## config.mk

```make
export PLATFORM = sky130hd
export DESIGN_NAME = gate_controller
export DESIGN_NICKNAME = d
export VERILOG_FILES = /design/src/rtl/gate_ctrl_pkg.sv /design/src/rtl/gate_timer.sv /design/src/rtl/gate_controller.sv
export SDC_FILE = /design/constraint.sdc
export NUM_CORES = 1
export LEC_CHECK = 0
export ABC_AREA = 1
export BUFFER_PORTS_ARGS = -buffer_cell sky130_fd_sc_hd__buf_2
export CAP_MARGIN = 20
export CELL_PAD_IN_SITES_DETAIL_PLACEMENT = 0
export CELL_PAD_IN_SITES_GLOBAL_PLACEMENT = 1
export CORE_MARGIN = 1.5
export CORE_UTILIZATION = 35
export DETAILED_ROUTE_END_ITERATION = 7
export PLACE_DENSITY_LB_ADDON = 0.12
export SLEW_MARGIN = 20
export SYNTH_ARGS = -nofsm -noshare
export SYNTH_HDL_FRONTEND = slang
export SYNTH_SLANG_ARGS = --single-unit
```

## constraint.sdc

```tcl
create_clock -name clk -period 1.7 [get_ports clk]
set_input_delay 0.085 -clock clk [delete_from_list [all_inputs] [get_ports clk]]
set_output_delay 0.085 -clock clk [all_outputs]
set_load 0.02 [all_outputs]
```

## src/rtl/gate_ctrl_pkg.sv

```systemverilog
// Shared encodings and defaults for the gated event-counter sequencer.
// Optional ARMED-state trigger timeout is enabled by defining GATE_CTRL_TIMEOUT_EN.
package gate_ctrl_pkg;

  localparam int unsigned GATE_CTRL_STATE_W         = 3;
  localparam int unsigned GATE_CTRL_WIDTH_DEF       = 128;
  localparam int unsigned GATE_CTRL_GATE_W_DEF      = 32;
  localparam int unsigned GATE_CTRL_TIMEOUT_CYC_DEF = 1000000;

  localparam logic [GATE_CTRL_STATE_W-1:0] ST_IDLE   = 3'd0;
  localparam logic [GATE_CTRL_STATE_W-1:0] ST_ARMED  = 3'd1;
  localparam logic [GATE_CTRL_STATE_W-1:0] ST_GATE   = 3'd2;
  localparam logic [GATE_CTRL_STATE_W-1:0] ST_SETTLE = 3'd3;
  localparam logic [GATE_CTRL_STATE_W-1:0] ST_DONE   = 3'd4;

  typedef enum logic [GATE_CTRL_STATE_W-1:0] {
    IDLE   = ST_IDLE,
    ARMED  = ST_ARMED,
    GATE   = ST_GATE,
    SETTLE = ST_SETTLE,
    DONE   = ST_DONE
  } gate_state_e;

endpackage

```

## src/rtl/gate_timer.sv

```systemverilog
// Loadable down-counter; saturates at zero and flags the zero and last-count states.
// Used for the gate length and, with GATE_CTRL_TIMEOUT_EN, for the trigger wait.
module gate_timer
  import gate_ctrl_pkg::*;
#(
  parameter int unsigned W = GATE_CTRL_GATE_W_DEF
) (
  input  logic         clk,
  input  logic         reset,
  input  logic         load,
  input  logic [W-1:0] load_val,
  input  logic         en,
  output logic         zero,
  output logic         last
);

  logic [W-1:0] count_q, count_d;

  always_comb begin
    count_d = count_q;
    if (load) begin
      count_d = load_val;
    end else if (en && (count_q != '0)) begin
      count_d = count_q - W'(1);
    end
  end

  always_ff @(posedge clk or negedge reset) begin
    if (!reset) begin
      count_q <= '0;
    end else begin
      count_q <= count_d;
    end
  end

  assign zero = (count_q == '0);
  assign last = (count_q == W'(1));

endmodule

```

## src/rtl/gate_controller.sv

```systemverilog
// Sequences an external counter as a gated event counter: arm, wait for trigger edge,
// open the gate for a latched length, capture the count. Timeout option: GATE_CTRL_TIMEOUT_EN.
module gate_controller
  import gate_ctrl_pkg::*;
#(
  parameter int unsigned WIDTH       = GATE_CTRL_WIDTH_DEF,
  parameter int unsigned GATE_W      = GATE_CTRL_GATE_W_DEF,
  parameter int unsigned TIMEOUT_CYC = GATE_CTRL_TIMEOUT_CYC_DEF
) (
  input  logic              clk,
  input  logic              reset,
  input  logic              arm,
  input  logic              abort,
  input  logic [GATE_W-1:0] cfg_gate_len,
  input  logic              trig_in,
  input  logic              event_in,
  output logic              cnt_reset,
  output logic              cnt_enable,
  input  logic [WIDTH-1:0]  cnt_value,
  output logic [WIDTH-1:0]  result_data,
  output logic              result_timeout,
  output logic              result_valid,
  input  logic              result_ready,
  output logic              busy
);

  gate_state_e      state_q, state_d;
  logic             gate_q, gate_d;
  logic             trig_q;
  logic             cnt_reset_q, cnt_reset_d;
  logic [WIDTH-1:0] result_data_q, result_data_d;
  logic             result_timeout_q, result_timeout_d;
  logic             result_valid_q, result_valid_d;
  logic             busy_q, busy_d;

  logic             trig_edge_c;
  logic             gt_load_c;
  logic             gt_en_c;
  logic             gt_zero;
  logic             gt_last;
  logic             tmo_expire_c;

  assign trig_edge_c = trig_in & ~trig_q;

  // The gate timer is loaded at arm, so it also serves as the latched gate length.
  gate_timer #(.W(GATE_W)) u_gate_timer (
    .clk      (clk),
    .reset    (reset),
    .load     (gt_load_c),
    .load_val (cfg_gate_len),
    .en       (gt_en_c),
    .zero     (gt_zero),
    .last     (gt_last)
  );

`ifdef GATE_CTRL_TIMEOUT_EN
  logic tmo_zero;
  logic tmo_last;

  gate_timer #(.W(GATE_W)) u_tmo_timer (
    .clk      (clk),
    .reset    (reset),
    .load     (gt_load_c),
    .load_val (GATE_W'(TIMEOUT_CYC)),
    .en       (state_q == ARMED),
    .zero     (tmo_zero),
    .last     (tmo_last)
  );

  assign tmo_expire_c = tmo_last | tmo_zero;
`else
  logic unused_tmo_c;

  assign unused_tmo_c = ^GATE_W'(TIMEOUT_CYC);
  assign tmo_expire_c = 1'b0;
`endif

  // Next-state and registered-output logic; abort overrides everything.
  always_comb begin
    state_d          = state_q;
    gate_d           = gate_q;
    cnt_reset_d      = 1'b0;
    result_data_d    = result_data_q;
    result_timeout_d = result_timeout_q;
    gt_load_c        = 1'b0;
    gt_en_c          = 1'b0;

    case (state_q)
      IDLE: begin
        if (arm) begin
          state_d     = ARMED;
          cnt_reset_d = 1'b1;
          gt_load_c   = 1'b1;
        end
      end
      ARMED: begin
        if (trig_edge_c) begin
          if (gt_zero) begin
            state_d = SETTLE;
          end else begin
            state_d = GATE;
            gate_d  = 1'b1;
          end
        end else if (tmo_expire_c) begin
          state_d          = DONE;
          result_data_d    = '0;
          result_timeout_d = 1'b1;
        end
      end
      GATE: begin
        gt_en_c = 1'b1;
        if (gt_last) begin
          state_d = SETTLE;
          gate_d  = 1'b0;
        end
      end
      SETTLE: begin
        state_d          = DONE;
        result_data_d    = cnt_value;
        result_timeout_d = 1'b0;
      end
      DONE: begin
        if (result_ready) begin
          state_d = IDLE;
        end
      end
      default: begin
        state_d = IDLE;
        gate_d  = 1'b0;
      end
    endcase

    if (abort) begin
      state_d          = IDLE;
      gate_d           = 1'b0;
      cnt_reset_d      = 1'b0;
      result_data_d    = result_data_q;
      result_timeout_d = result_timeout_q;
      gt_load_c        = 1'b0;
      gt_en_c          = 1'b0;
    end

    result_valid_d = (state_d == DONE);
    busy_d         = (state_d != IDLE);
  end

  always_ff @(posedge clk or negedge reset) begin
    if (!reset) begin
      state_q          <= IDLE;
      gate_q           <= 1'b0;
      trig_q           <= 1'b0;
      cnt_reset_q      <= 1'b0;
      result_data_q    <= '0;
      result_timeout_q <= 1'b0;
      result_valid_q   <= 1'b0;
      busy_q           <= 1'b0;
    end else begin
      state_q          <= state_d;
      gate_q           <= gate_d;
      trig_q           <= trig_in;
      cnt_reset_q      <= cnt_reset_d;
      result_data_q    <= result_data_d;
      result_timeout_q <= result_timeout_d;
      result_valid_q   <= result_valid_d;
      busy_q           <= busy_d;
    end
  end

  // Events pass straight through while the registered gate is open; abort closes it at once.
  assign cnt_enable     = event_in & gate_q & ~abort;
  assign cnt_reset      = cnt_reset_q;
  assign result_data    = result_data_q;
  assign result_timeout = result_timeout_q;
  assign result_valid   = result_valid_q;
  assign busy           = busy_q;

endmodule

```

==> impl_metrics.xml <==
<?xml version="1.0" encoding="UTF-8"?>
<metrics>
  <group name="cells_and_area">
    <metric name="number_of_nets_in_the_layout" unit="">1683</metric>
    <metric name="syn_to_final_growth" unit="%">64.4</metric>
    <metric name="utilization" unit="%">58.6</metric>
    <metric name="fillerInstances" unit="">2016</metric>
    <metric name="mostFrequentLayoutCells" unit="">sky130_fd_sc_hd__nand2_1 (499), sky130_fd_sc_hd__buf_2 (297), sky130_fd_sc_hd__dfrtp_1 (163)</metric>
    <metric name="leading_cell_type_in_the_layout_fill_and_taps_excluded" unit="">sky130_fd_sc_hd__nand2_1</metric>
    <metric name="finalNonFillerCells" unit="">1807</metric>
    <metric name="layout-drive-gt1-share" unit="%">34.9</metric>
    <metric name="design_area" unit="um^2">12800</metric>
  </group>
  <group name="route">
    <metric name="detailedRoute.firstPassIterationCount" unit="">7</metric>
    <metric name="detailed_route_via_count" unit="">8165</metric>
    <metric name="detailedRoute.firstIterationViolations" unit="">569</metric>
    <metric name="routed_via_density" unit="">4.52</metric>
    <metric name="drc" unit="">0</metric>
    <metric name="drt.antenna.violating_nets" unit="">0</metric>
    <metric name="route.final.wire_length" unit="um">26200</metric>
    <metric name="route.detailed.wl_per_inst" unit="um">14.5</metric>
  </group>
  <group name="cts">
    <metric name="htreeDepth" unit="">4</metric>
    <metric name="clk_latency" unit="ns">0.43</metric>
    <metric name="clk_root_buffer_cell" unit="">sky130_fd_sc_hd__clkbuf_16</metric>
    <metric name="cts_num_sinks" unit="">168</metric>
    <metric name="tritoncts" unit="">done</metric>
    <metric name="clock_tree.buffer_depth" unit="">2</metric>
    <metric name="tritoncts.num_buffers" unit="">17</metric>
    <metric name="clock_pin_slew_of_the_registers_on_the_worst_case_setup_and_hold_paths" unit="ns">0.07</metric>
  </group>
  <group name="setup_path">
    <metric name="worst_setup_path_start_kind" unit="">flip-flop</metric>
    <metric name="criticalPathCategory" unit="">flip-flop to flip-flop</metric>
    <metric name="max_stage_delay" unit="ns">0.45</metric>
    <metric name="crit_slowest_cell" unit="">sky130_fd_sc_hd__dfrtp_1</metric>
    <metric name="cp_data_arrival_time" unit="ns">2.06</metric>
    <metric name="cp-end-kind" unit="">flip-flop</metric>
    <metric name="worstSetupPathDepth" unit="">11</metric>
    <metric name="worst_path_most_repeated_cell" unit="">sky130_fd_sc_hd__nor2_4</metric>
    <metric name="largest_fanout_on_the_critical_path" unit="">9</metric>
    <metric name="cp_cell_sequence" unit="">nor2_2, nand2_4, nor2_4, nand2_4, nor2_4, nor2_4, nor2_4, buf_12, nor2_1, nand2_1, nand2_1</metric>
    <metric name="cell_family_contributing_the_most_delay_on_the_critical_path" unit="">simple AND/OR/NAND/NOR gates</metric>
    <metric name="worst_ep_required_time" unit="ns">2.03</metric>
    <metric name="path_buf_inv" unit="">1</metric>
    <metric name="r2r.worst_path.cells" unit="">11</metric>
  </group>
  <group name="status">
    <metric name="outcome" unit="">finished with violations</metric>
    <metric name="failing_checks" unit="">setup timing</metric>
  </group>
  <group name="floorplanning">
    <metric name="initial_utilization" unit="%">35.6</metric>
    <metric name="placementRows" unit="">54</metric>
    <metric name="core" unit="um^2">21800</metric>
    <metric name="fp.dieArea" unit="um^2">23100</metric>
    <metric name="dieHeight" unit="um">152</metric>
    <metric name="floorplan.die.width" unit="um">152</metric>
    <metric name="io_pins" unit="">300</metric>
  </group>
  <group name="power_and_ir_drop">
    <metric name="p_comb_share" unit="%">35.6</metric>
    <metric name="switching_share" unit="%">37.1</metric>
    <metric name="fin_total_pwr" unit="mW">14.6</metric>
    <metric name="power.internal" unit="mW">9.16</metric>
    <metric name="power_density" unit="nW/um^2">1140</metric>
    <metric name="switchingPower" unit="mW">5.41</metric>
    <metric name="vdd.ir_drop.worst" unit="uV">724</metric>
    <metric name="p_leak" unit="nW">6.95</metric>
    <metric name="clock_power_share" unit="%">27.1</metric>
    <metric name="share_seq_of_total_power" unit="%">37.3</metric>
  </group>
  <group name="synthesis">
    <metric name="synth-seq-cells" unit="">168</metric>
    <metric name="ys_warn_count" unit="">0</metric>
    <metric name="yosysUniqueCellTypes" unit="">36</metric>
    <metric name="synth.avg_cell_area" unit="um^2">7.95</metric>
    <metric name="combined_area_of_all_synthesized_cells" unit="um^2">7780</metric>
    <metric name="ys_seq_area_share" unit="%">54.0</metric>
    <metric name="synth_cells" unit="">978</metric>
    <metric name="syn-num-nets" unit="">1148</metric>
  </group>
  <group name="timing">
    <metric name="timing.clock.skew" unit="ns">0.0130</metric>
    <metric name="grt_setup_unrepaired" unit="">yes</metric>
    <metric name="layout_worst_path_cycle_share" unit="%">102</metric>
    <metric name="final_period_minus_worst_setup_slack" unit="ns">1.73</metric>
    <metric name="clock.fmax" unit="MHz">579</metric>
    <metric name="timing.hold.ws" unit="ns">0.0369</metric>
    <metric name="worst_slack" unit="ns">-0.0266</metric>
    <metric name="finalHoldViolations" unit="">0</metric>
    <metric name="final_report_max_slew_violation_count" unit="">0</metric>
    <metric name="finalSetupViolations" unit="">7</metric>
  </group>
  <group name="global_routing">
    <metric name="grt_antenna_before_repair" unit="">1</metric>
    <metric name="grt_use_total" unit="%">23.1</metric>
    <metric name="grt_first_pass_wirelength" unit="um">43000</metric>
    <metric name="number_of_global_route_vias_before_repair" unit="">8368</metric>
    <metric name="grt_remaining_overflow" unit="">0</metric>
    <metric name="grt_start_max_net_pins" unit="">62</metric>
  </group>
  <group name="placed_design">
    <metric name="dp.cells" unit="">1601</metric>
    <metric name="port-buffer-count" unit="">298</metric>
    <metric name="detailed_place.area" unit="um^2">10200</metric>
    <metric name="gpl.final_weighted_congestion" unit="">0.850</metric>
    <metric name="detailedPlacementHpwl" unit="um">18400</metric>
  </group>
  <group name="worst_hold_path">
    <metric name="timing.hold.worst_path_depth" unit="">2</metric>
    <metric name="holdCritPathClass" unit="">input port to flip-flop</metric>
  </group>
  <group name="flow_run">
    <metric name="maxCapViolCount" unit="">0</metric>
  </group>
</metrics>
==> worst paths after layout <==
path,start,to,slack (ns)
worst max-delay path,u_gate_timer.count_q[5]$_DFFE_PN0P_,u_gate_timer.count_q[23]$_DFFE_PN0P_,-0.03
worst min-delay path,abort,state_q[1]$_DFF_PN0_,0.04
worst max register to register,u_gate_timer.count_q[5]$_DFFE_PN0P_,u_gate_timer.count_q[23]$_DFFE_PN0P_,-0.03
worst min register to register,result_data[53]$_DFFE_PN0P_,result_data[53]$_DFFE_PN0P_,0.46
max in group asynchronous,reset,u_gate_timer.count_q[8]$_DFFE_PN0P_,0.97
min in group asynchronous,reset,result_data[72]$_DFFE_PN0P_,0.15
==> area by class of cell <==
| class | instances | area (um^2) | area share [%] |
|---|---|---|---|
| Inverter | 34 | 133 | 1.04 |
| Timing Repair Buffer | 558 | 4080 | 31.9 |
| Clock inverter | 13 | 151 | 1.18 |
| Clock buffer | 19 | 443 | 3.46 |
| Multi-Input combinational cell | 734 | 3420 | 26.7 |
| Antenna cell | 1 | 2.50 | 0.0196 |
| Sequential cell | 168 | 4210 | 32.9 |
| Tap cell | 280 | 350 | 2.74 |
==> cells in the mapped netlist <==
cell                         n  share of area, %
sky130_fd_sc_hd__a21oi_1     2              0.13
sky130_fd_sc_hd__a22oi_1     2              0.19
sky130_fd_sc_hd__a31oi_1     1             0.080
sky130_fd_sc_hd__buf_2      18               1.2
sky130_fd_sc_hd__buf_4       2              0.19
sky130_fd_sc_hd__buf_6       6              0.87
sky130_fd_sc_hd__clkbuf_1   16              0.77
sky130_fd_sc_hd__conb_1      1             0.048
sky130_fd_sc_hd__dfrtp_1   168                54
sky130_fd_sc_hd__ha_1        3              0.48
sky130_fd_sc_hd__inv_1      30               1.4
sky130_fd_sc_hd__inv_2       4              0.19
sky130_fd_sc_hd__nand2_1   515                25
sky130_fd_sc_hd__nand2_2     4              0.32
sky130_fd_sc_hd__nand2_4     2              0.29
sky130_fd_sc_hd__nand3_1    30               1.9
sky130_fd_sc_hd__nand3_2     1              0.13
sky130_fd_sc_hd__nand3b_1    3              0.29
sky130_fd_sc_hd__nand4_1     6              0.48
sky130_fd_sc_hd__nor2_1     90               4.3
sky130_fd_sc_hd__nor2_2     10              0.80
sky130_fd_sc_hd__nor2_4      5              0.72
sky130_fd_sc_hd__nor3_1      3              0.19
sky130_fd_sc_hd__nor3_2      2              0.26
sky130_fd_sc_hd__o211ai_1    3              0.29
sky130_fd_sc_hd__o211ai_2   13               2.1
sky130_fd_sc_hd__o21ai_0    12              0.77
sky130_fd_sc_hd__o21ai_1     6              0.39
sky130_fd_sc_hd__o21ai_2     8              0.90
sky130_fd_sc_hd__o21ai_4     1              0.21
sky130_fd_sc_hd__o21bai_1    1             0.097
sky130_fd_sc_hd__o22ai_1     1             0.080
sky130_fd_sc_hd__or2_0       1             0.080
sky130_fd_sc_hd__or2_2       1             0.080
sky130_fd_sc_hd__xnor2_1     3              0.34
sky130_fd_sc_hd__xor2_1      4              0.45
==> what timing repair did <==
| action | in CTS | in global routing |
|---|---|---|
| setup endpoints to repair | 9 | 35 |
| resized for setup | 6 | 76 |
| hold buffers | 162 | 0 |
| hold endpoints to repair | 297 | 0 |
| buffers inserted | 0 | 10 |
| pin swaps | 0 | 23 |
| gates cloned | 0 | 1 |
==> state kept, by name, summed over array words and instances (netlist names) <==
| register | count |
|---|---|
| busy | 1 |
| state_q | 3 |
| cnt_reset | 1 |
| result_valid | 1 |
| result_data | 128 |
| u_gate_timer.count_q | 32 |
| trig_q | 1 |
| gate_q | 1 |
==> per-layer routing <==
metal  routed length, um  track usage [%]  share of wire [%]
met5                   0                0                  0
met4                 736             8.46                2.8
met1               11900             30.1                 45
met2               12300             37.9                 47
met3                1320             5.08                5.0
==> power by group through the flow <==
stage | combinational, mW | clock, mW | sequential [mW]
final | 5.18 | 3.95 | 5.44
after global routing | 5.68 | 4.21 | 5.55
after CTS | 4.91 | 4.09 | 5.39
after detailed placement | 4.58 | 0 | 5.45
after global placement | 4.58 | 0 | 5.43
after floorplan | 1.62 | 0 | 6.29
==> cells by family (layout without fill, tap and decap cells) <==
| kind of cell | Yosys count | count (layout) | share of synthesized area, % |
|---|---|---|---|
| adders and majority gates | 3 | 3 | 0.483 |
| AOI/OAI and AO/OA | 50 | 50 | 5.23 |
| buffers and inverters | 76 | 624 | 4.63 |
| other | 1 | 2 | 0.0482 |
| and+or+nand+nor | 673 | 673 | 34.8 |
| xor gates and xnor gates | 7 | 7 | 0.788 |
| DFF | 168 | 168 | 54.0 |
==> per-stage QoR <==
stage / setup WS (ns) / TNS (ns)
floorplan: 0.134 / 0
global placement: -0.0992 / -0.397
detailed placement: -0.0584 / -0.163
CTS: 0.00348 / 0
global route: -0.110 / -1.56
finish: -0.0266 / -0.101
No activity file was read; power rests on OpenSTA's default activity.
